<file path="src/rtl/vpu_alu_avg_seq.sv">
// vpu_alu_avg_seq
// Sequences one averaging command over the AVG ALU. A command carries an
// element count and a 2-/3-operand mode. Each operand set taken from the SRC
// port is sent through the combinational ALU and captured in a single-entry
// output buffer on the DST port. The buffer can be drained and reloaded in the
// same cycle, so throughput is one element per cycle while DST keeps up.
// A zero-length command goes straight to DONE without any SRC or DST traffic.

module vpu_alu_avg_seq #(
    parameter int unsigned OPERAND_WIDTH   = 32,
    parameter int unsigned SRAM_R_PORT_CNT = 3,
    parameter int unsigned LEN_WIDTH       = 8
) (
    input  logic                       clk,
    input  logic                       rst_n,
    input  logic                       cmd_valid,
    output logic                       cmd_ready,
    input  logic [LEN_WIDTH-1:0]       cmd_len,
    input  logic                       cmd_three,
    input  logic                       src_valid,
    output logic                       src_ready,
    output logic                       alu_en,
    output logic [SRAM_R_PORT_CNT-1:0] alu_op_valid,
    input  logic [OPERAND_WIDTH-1:0]   alu_result,
    output logic                       dst_valid,
    input  logic                       dst_ready,
    output logic [OPERAND_WIDTH-1:0]   dst_data,
    output logic                       dst_last,
    output logic                       busy,
    output logic                       done
);

    localparam logic [1:0] ST_IDLE  = 2'd0;
    localparam logic [1:0] ST_RUN   = 2'd1;
    localparam logic [1:0] ST_DRAIN = 2'd2;
    localparam logic [1:0] ST_DONE  = 2'd3;

    logic [1:0]                 r_state;
    logic [LEN_WIDTH-1:0]       r_remaining;
    logic                       r_mode;
    logic                       r_dst_valid;
    logic                       r_dst_last;
    logic [OPERAND_WIDTH-1:0]   r_dst_data;

    logic                       w_cmd_accept;
    logic                       w_src_ready;
    logic                       w_fire;
    logic                       w_dst_hs;
    logic                       w_last_elem;
    logic [SRAM_R_PORT_CNT-1:0] w_op_mask;

    // The SRC port is only open in RUN, and only if the buffer is empty or being drained now
    always_comb begin
        w_cmd_accept = (r_state == ST_IDLE) && cmd_valid;
        w_src_ready  = (r_state == ST_RUN) && (!r_dst_valid || dst_ready);
        w_fire       = w_src_ready && src_valid;
        w_dst_hs     = r_dst_valid && dst_ready;
        w_last_elem  = (r_remaining == LEN_WIDTH'(1));
    end

    // Operand mask: the two base operands always, the third only in 3-operand mode
    always_comb begin
        w_op_mask = '0;
        if (w_fire) begin
            w_op_mask[0] = 1'b1;
            w_op_mask[1] = 1'b1;
            w_op_mask[2] = r_mode;
        end
    end

    // Control FSM: IDLE -> RUN -> DRAIN -> DONE -> IDLE, zero-length commands skip to DONE
    always_ff @(posedge clk or negedge rst_n) begin
        if (!rst_n) begin
            r_state <= ST_IDLE;
        end else begin
            case (r_state)
                ST_IDLE: begin
                    if (w_cmd_accept) begin
                        r_state <= (cmd_len == '0) ? ST_DONE : ST_RUN;
                    end
                end
                ST_RUN: begin
                    if (w_fire && w_last_elem) begin
                        r_state <= ST_DRAIN;
                    end
                end
                ST_DRAIN: begin
                    if (w_dst_hs && r_dst_last) begin
                        r_state <= ST_DONE;
                    end
                end
                default: begin
                    r_state <= ST_IDLE;
                end
            endcase
        end
    end

    // Element counter and mode are latched at acceptance; the counter stops at zero
    always_ff @(posedge clk or negedge rst_n) begin
        if (!rst_n) begin
            r_remaining <= '0;
            r_mode      <= 1'b0;
        end else if (w_cmd_accept) begin
            r_remaining <= cmd_len;
            r_mode      <= cmd_three;
        end else if (w_fire && (r_remaining != '0)) begin
            r_remaining <= r_remaining - LEN_WIDTH'(1);
        end
    end

    // Single-entry output buffer: a fire reloads it even while it is being drained
    always_ff @(posedge clk or negedge rst_n) begin
        if (!rst_n) begin
            r_dst_valid <= 1'b0;
            r_dst_last  <= 1'b0;
            r_dst_data  <= '0;
        end else if (w_fire) begin
            r_dst_valid <= 1'b1;
            r_dst_last  <= w_last_elem;
            r_dst_data  <= alu_result;
        end else if (w_dst_hs) begin
            r_dst_valid <= 1'b0;
            r_dst_last  <= 1'b0;
        end
    end

    // Port outputs are decoded straight from state and the buffer registers
    always_comb begin
        cmd_ready    = (r_state == ST_IDLE);
        src_ready    = w_src_ready;
        alu_en       = w_fire;
        alu_op_valid = w_op_mask;
        dst_valid    = r_dst_valid;
        dst_last     = r_dst_last;
        dst_data     = r_dst_data;
        busy         = (r_state != ST_IDLE);
        done         = (r_state == ST_DONE);
    end

endmodule

</file>
<file path="config.mk">
export PLATFORM = sky130hd
export DESIGN_NAME = vpu_alu_avg_seq
export DESIGN_NICKNAME = d
export VERILOG_FILES = /design/src/rtl/vpu_alu_avg_seq.sv
export SDC_FILE = /design/constraint.sdc
export NUM_CORES = 1
export LEC_CHECK = 0
export CAP_MARGIN = 20
export CORE_MARGIN = 3
export CORE_UTILIZATION = 42
export DETAILED_ROUTE_END_ITERATION = 8
export GPL_TIMING_DRIVEN = 1
export HOLD_SLACK_MARGIN = 0.08
export PLACE_DENSITY = 0.8
export SYNTH_ARGS = -nofsm -noshare
export SYNTH_HDL_FRONTEND = slang
export SYNTH_SLANG_ARGS = --single-unit
</file>
<file path="constraint.sdc">
create_clock -name clk -period 2.5 [get_ports clk]
set_input_delay 0.75 -clock clk [delete_from_list [all_inputs] [get_ports clk]]
set_output_delay 0.75 -clock clk [all_outputs]
set_load 0.02 [all_outputs]
</file>
==> results of run 1 <==
[flip-flops by register name (all words and copies together) (netlist names)]
name         flops
r_remaining      8
dst_data        32
r_mode           1
dst_valid        1
r_state          2
dst_last         1
[final cells by class]
class / count / share of cell area [%]
Timing Repair Buffer: 98 / 30.1
Multi-Input combinational cell: 100 / 27.4
Sequential cell: 45 / 36.0
Inverter: 5 / 0.600
Clock buffer: 6 / 2.64
Tap cell: 52 / 2.08
Clock inverter: 2 / 1.20
[power by group through the flow]
stage               logic, mW  clock network [mW]  registers (mW)
finish                   2.03               0.568            1.34
global route             2.19               0.614            1.39
CTS                      2.07               0.580            1.35
detailed placement       2.06                   0            1.35
global placement         2.03                   0            1.33
floorplan               0.806                   0            1.66
[stage by stage]
stage          total power, mW  cell area, um^2  util [%]  setup slack, ns
5_1_grt                   4.20             3130      69.4         -0.00615
6_report                  3.94             3130      69.4           0.0423
3_3_place_gp              3.36             3000      66.6           -0.495
2_1_floorplan             2.47             2020         -            0.101
4_1_cts                   3.99             3120      69.3          0.00874
3_5_place_dp              3.41             3000      66.6           -0.502
[synth_stat cells, types with 2 or more instances]
cell type / instances
dfrtp_1: 45
mux2_2: 34
nor2_1: 14
a21oi_1: 9
ha_1: 8
buf_2: 5
inv_1: 5
nand2_1: 5
xor2_1: 4
and2_1: 3
nand3_1: 3
nand4_1: 3
buf_4: 2
nand4b_1: 2
[repair_timing]
| item | in CTS | in global routing |
|---|---|---|
| resized for setup | 28 | 3 |
| pin swaps | 1 | 0 |
| endpoints found under the setup margin | 5 | 6 |
[path summary, 6_finish.rpt]
kind | from | endpoint | slack, ns | depth (start not counted)
setup / recovery | src_valid | alu_op_valid[2] | 0.04 | 5
hold / removal | dst_data[5] | dst_data[5] | 0.51 | 1
setup reg to reg | r_state[1] | r_state[1] | 0.41 | 8
hold reg to reg | dst_data[5] | dst_data[5] | 0.51 | 1
max in group asynchronous | rst_n | dst_data[2] | 1.60 | 2
min in group asynchronous | rst_n | r_state[0] | 0.52 | 2
[critical path: cells and delay by family]
kind,cells,cell delay [ns]
simple gates,3,0.39
buf+inv,2,0.57
[routing by layer]
metal	GRT usage [%]	share of wire, %	up-vias
met5	0	0	-
met4	5.83	1.3	0
met2	27.3	51	50
met1	18.9	39	726
met3	7.39	8.8	7
li1	-	-	744
[cell families (layout without fill, tap and decap cells)]
logic type	Yosys count	after routing	share of synthesized area [%]
XOR/XNOR	5	5	2.16
flip-flops	45	45	55.6
buffers and inverters	13	111	3.09
multiplexers	36	36	20.1
AND/OR/NAND/NOR	36	36	9.58
AO/OA/AOI/OAI	15	15	4.45
adder cells (fa/ha/maj)	8	8	4.94
==> results by group, run 1 <==
Status
  – Status: finished, final reports clean

Worst setup path
  – Slowest stage cell, crit path: clkdlybuf4s50_1
  – Worst-path fanout max: 4
  – CP Cell Sequence: clkdlybuf4s50_1 -> nand2_2 -> nor2b_4 -> and2_4 -> buf_6
  – Worst endpoint data arrival time: 1.71 ns
  – Worst EP required: 1.75 ns
  – CP startpoint kind: input port
  – CP Class: input port to primary output
  – CP max stage delay: 0.47 ns
  – CP endpoint kind: primary output

Place
  – # placed instances: 300
  – HPWL after DPL: 3.42 mm
  – PortBufs: 87
  – Gp weighted congestion: 0.776

Logic synthesis
  – Share of Yosys cell area claimed by the top area cell type: 55.6%
  – Netlist Area Pre-Place: 2020 um^2
  – Seq/Total Area, Yosys: 55.6%
  – Post-synthesis async set-or-reset flop share: 100%
  – Syn_area_per_cell: 12.8 um^2
  – Top FF cell, synth: dfrtp_1
  – Number of synthesized flops with an enable pin: 0
  – Synth area leaders: dfrtp_1 56%, mux2_2 19%, ha_1 4.9%
  – Yosys warnings: 0
  – Syn Inst Count: 158
  – Distinct cells, synth: 30
  – Syn_nets: 212
  – FF+latch count, synth: 45
  – Cell taking the most area after synthesis: dfrtp_1

Global route
  – Vias in the first global route: 1589
  – First-pass GRT wire length: 7.04 mm
  – GRT Total Usage: 16.5%
  – Initial antenna violation count: 0
  – Gr ovfl total: 0
  – Largest net degree at the start of global routing: 46

Clocking
  – Clock sink count: 45
  – Clk pin slew, worst setup/hold paths: 0.08 ns
  – H-tree depth: 2
  – CTS tree: built
  – Clk Latency, worst-skew pair: 0.30 ns
  – Num CTS Buffers: 5
  – Root Driver: clkbuf_8
  – Hold buffer count at cts: 0
  – Post-CTS Setup Bufs: 0
  – Max clock buf depth: 2

Floorplan
  – Core area: 4500 um^2
  – Die W: 75.4 um
  – Row cnt: 24
  – Initial Util: 44.9%
  – IO Pins: 88
  – Die height: 75.4 um
  – Die area: 5690 um^2

STA
  – Fin. Hold Viols: 0
  – Worst hold slack: 0.514 ns
  – Worst Clk Skew: 0.00508 ns
  – RSZ-0062 raised after global routing: yes
  – Max Freq: 407 MHz
  – Count of pins over their slew limit: 0
  – Setup TNS: 0 ns
  – Tightest Pin Transition: 0.556 ns
  – Period utilisation layout: 98.3%
  – Tmin final: 2.46 ns
  – Max-slew headroom: 62.9%
  – Setup violators final: 0

Pwr
  – Static Leak: 1.35 nW
  – Power per cell area: 1260 nW/um^2
  – Part of the power in combinational logic: 51.5%
  – Switching power: 1.43 mW
  – Clk pwr share: 14.4%
  – P_int: 2.51 mW
  – Net Sw Frac: 36.2%
  – Seq pwr share: 34.0%
  – Worst VDD drop: 0.000788 V

Route
  – Router iterations before antenna repair: 4
  – Drt initial violations: 65
  – Post-route ant nets: 0
  – Routed vias/inst: 4.96
  – Vias: 1527
  – Residual DRC: 0
  – Final WL: 4.46 mm
  – WL/cell: 14.5 um

Cells and area
  – Multi-input logic area: 856 um^2
  – Total area of sequential cells: 1130 um^2
  – Fill cells: 340
  – Commonest non-fill, non-tap cell in the layout: clkdlybuf4s50_1
  – Most frequent cells in the layout: 78 x clkdlybuf4s50_1, 45 x dfrtp_1, 34 x mux2_2
  – Share of layout cells above drive strength 1: 25.4%
  – Layout Cells excl Fill: 308
  – Layout area overhead: 54.4%
  – Ant diodes: 0
  – Nets: 309

Worst hold path
  – Hold Path Class: register to register

Job
  – Max_cap viols: 0
Note: power is estimated with default switching activity, not from simulation.
==> inputs of run 2 (changes only) <==
CAP_MARGIN = not set   (was 20)
==> results of run 2 <==
Final layout, timing and power as in run 1 (identical DEF).
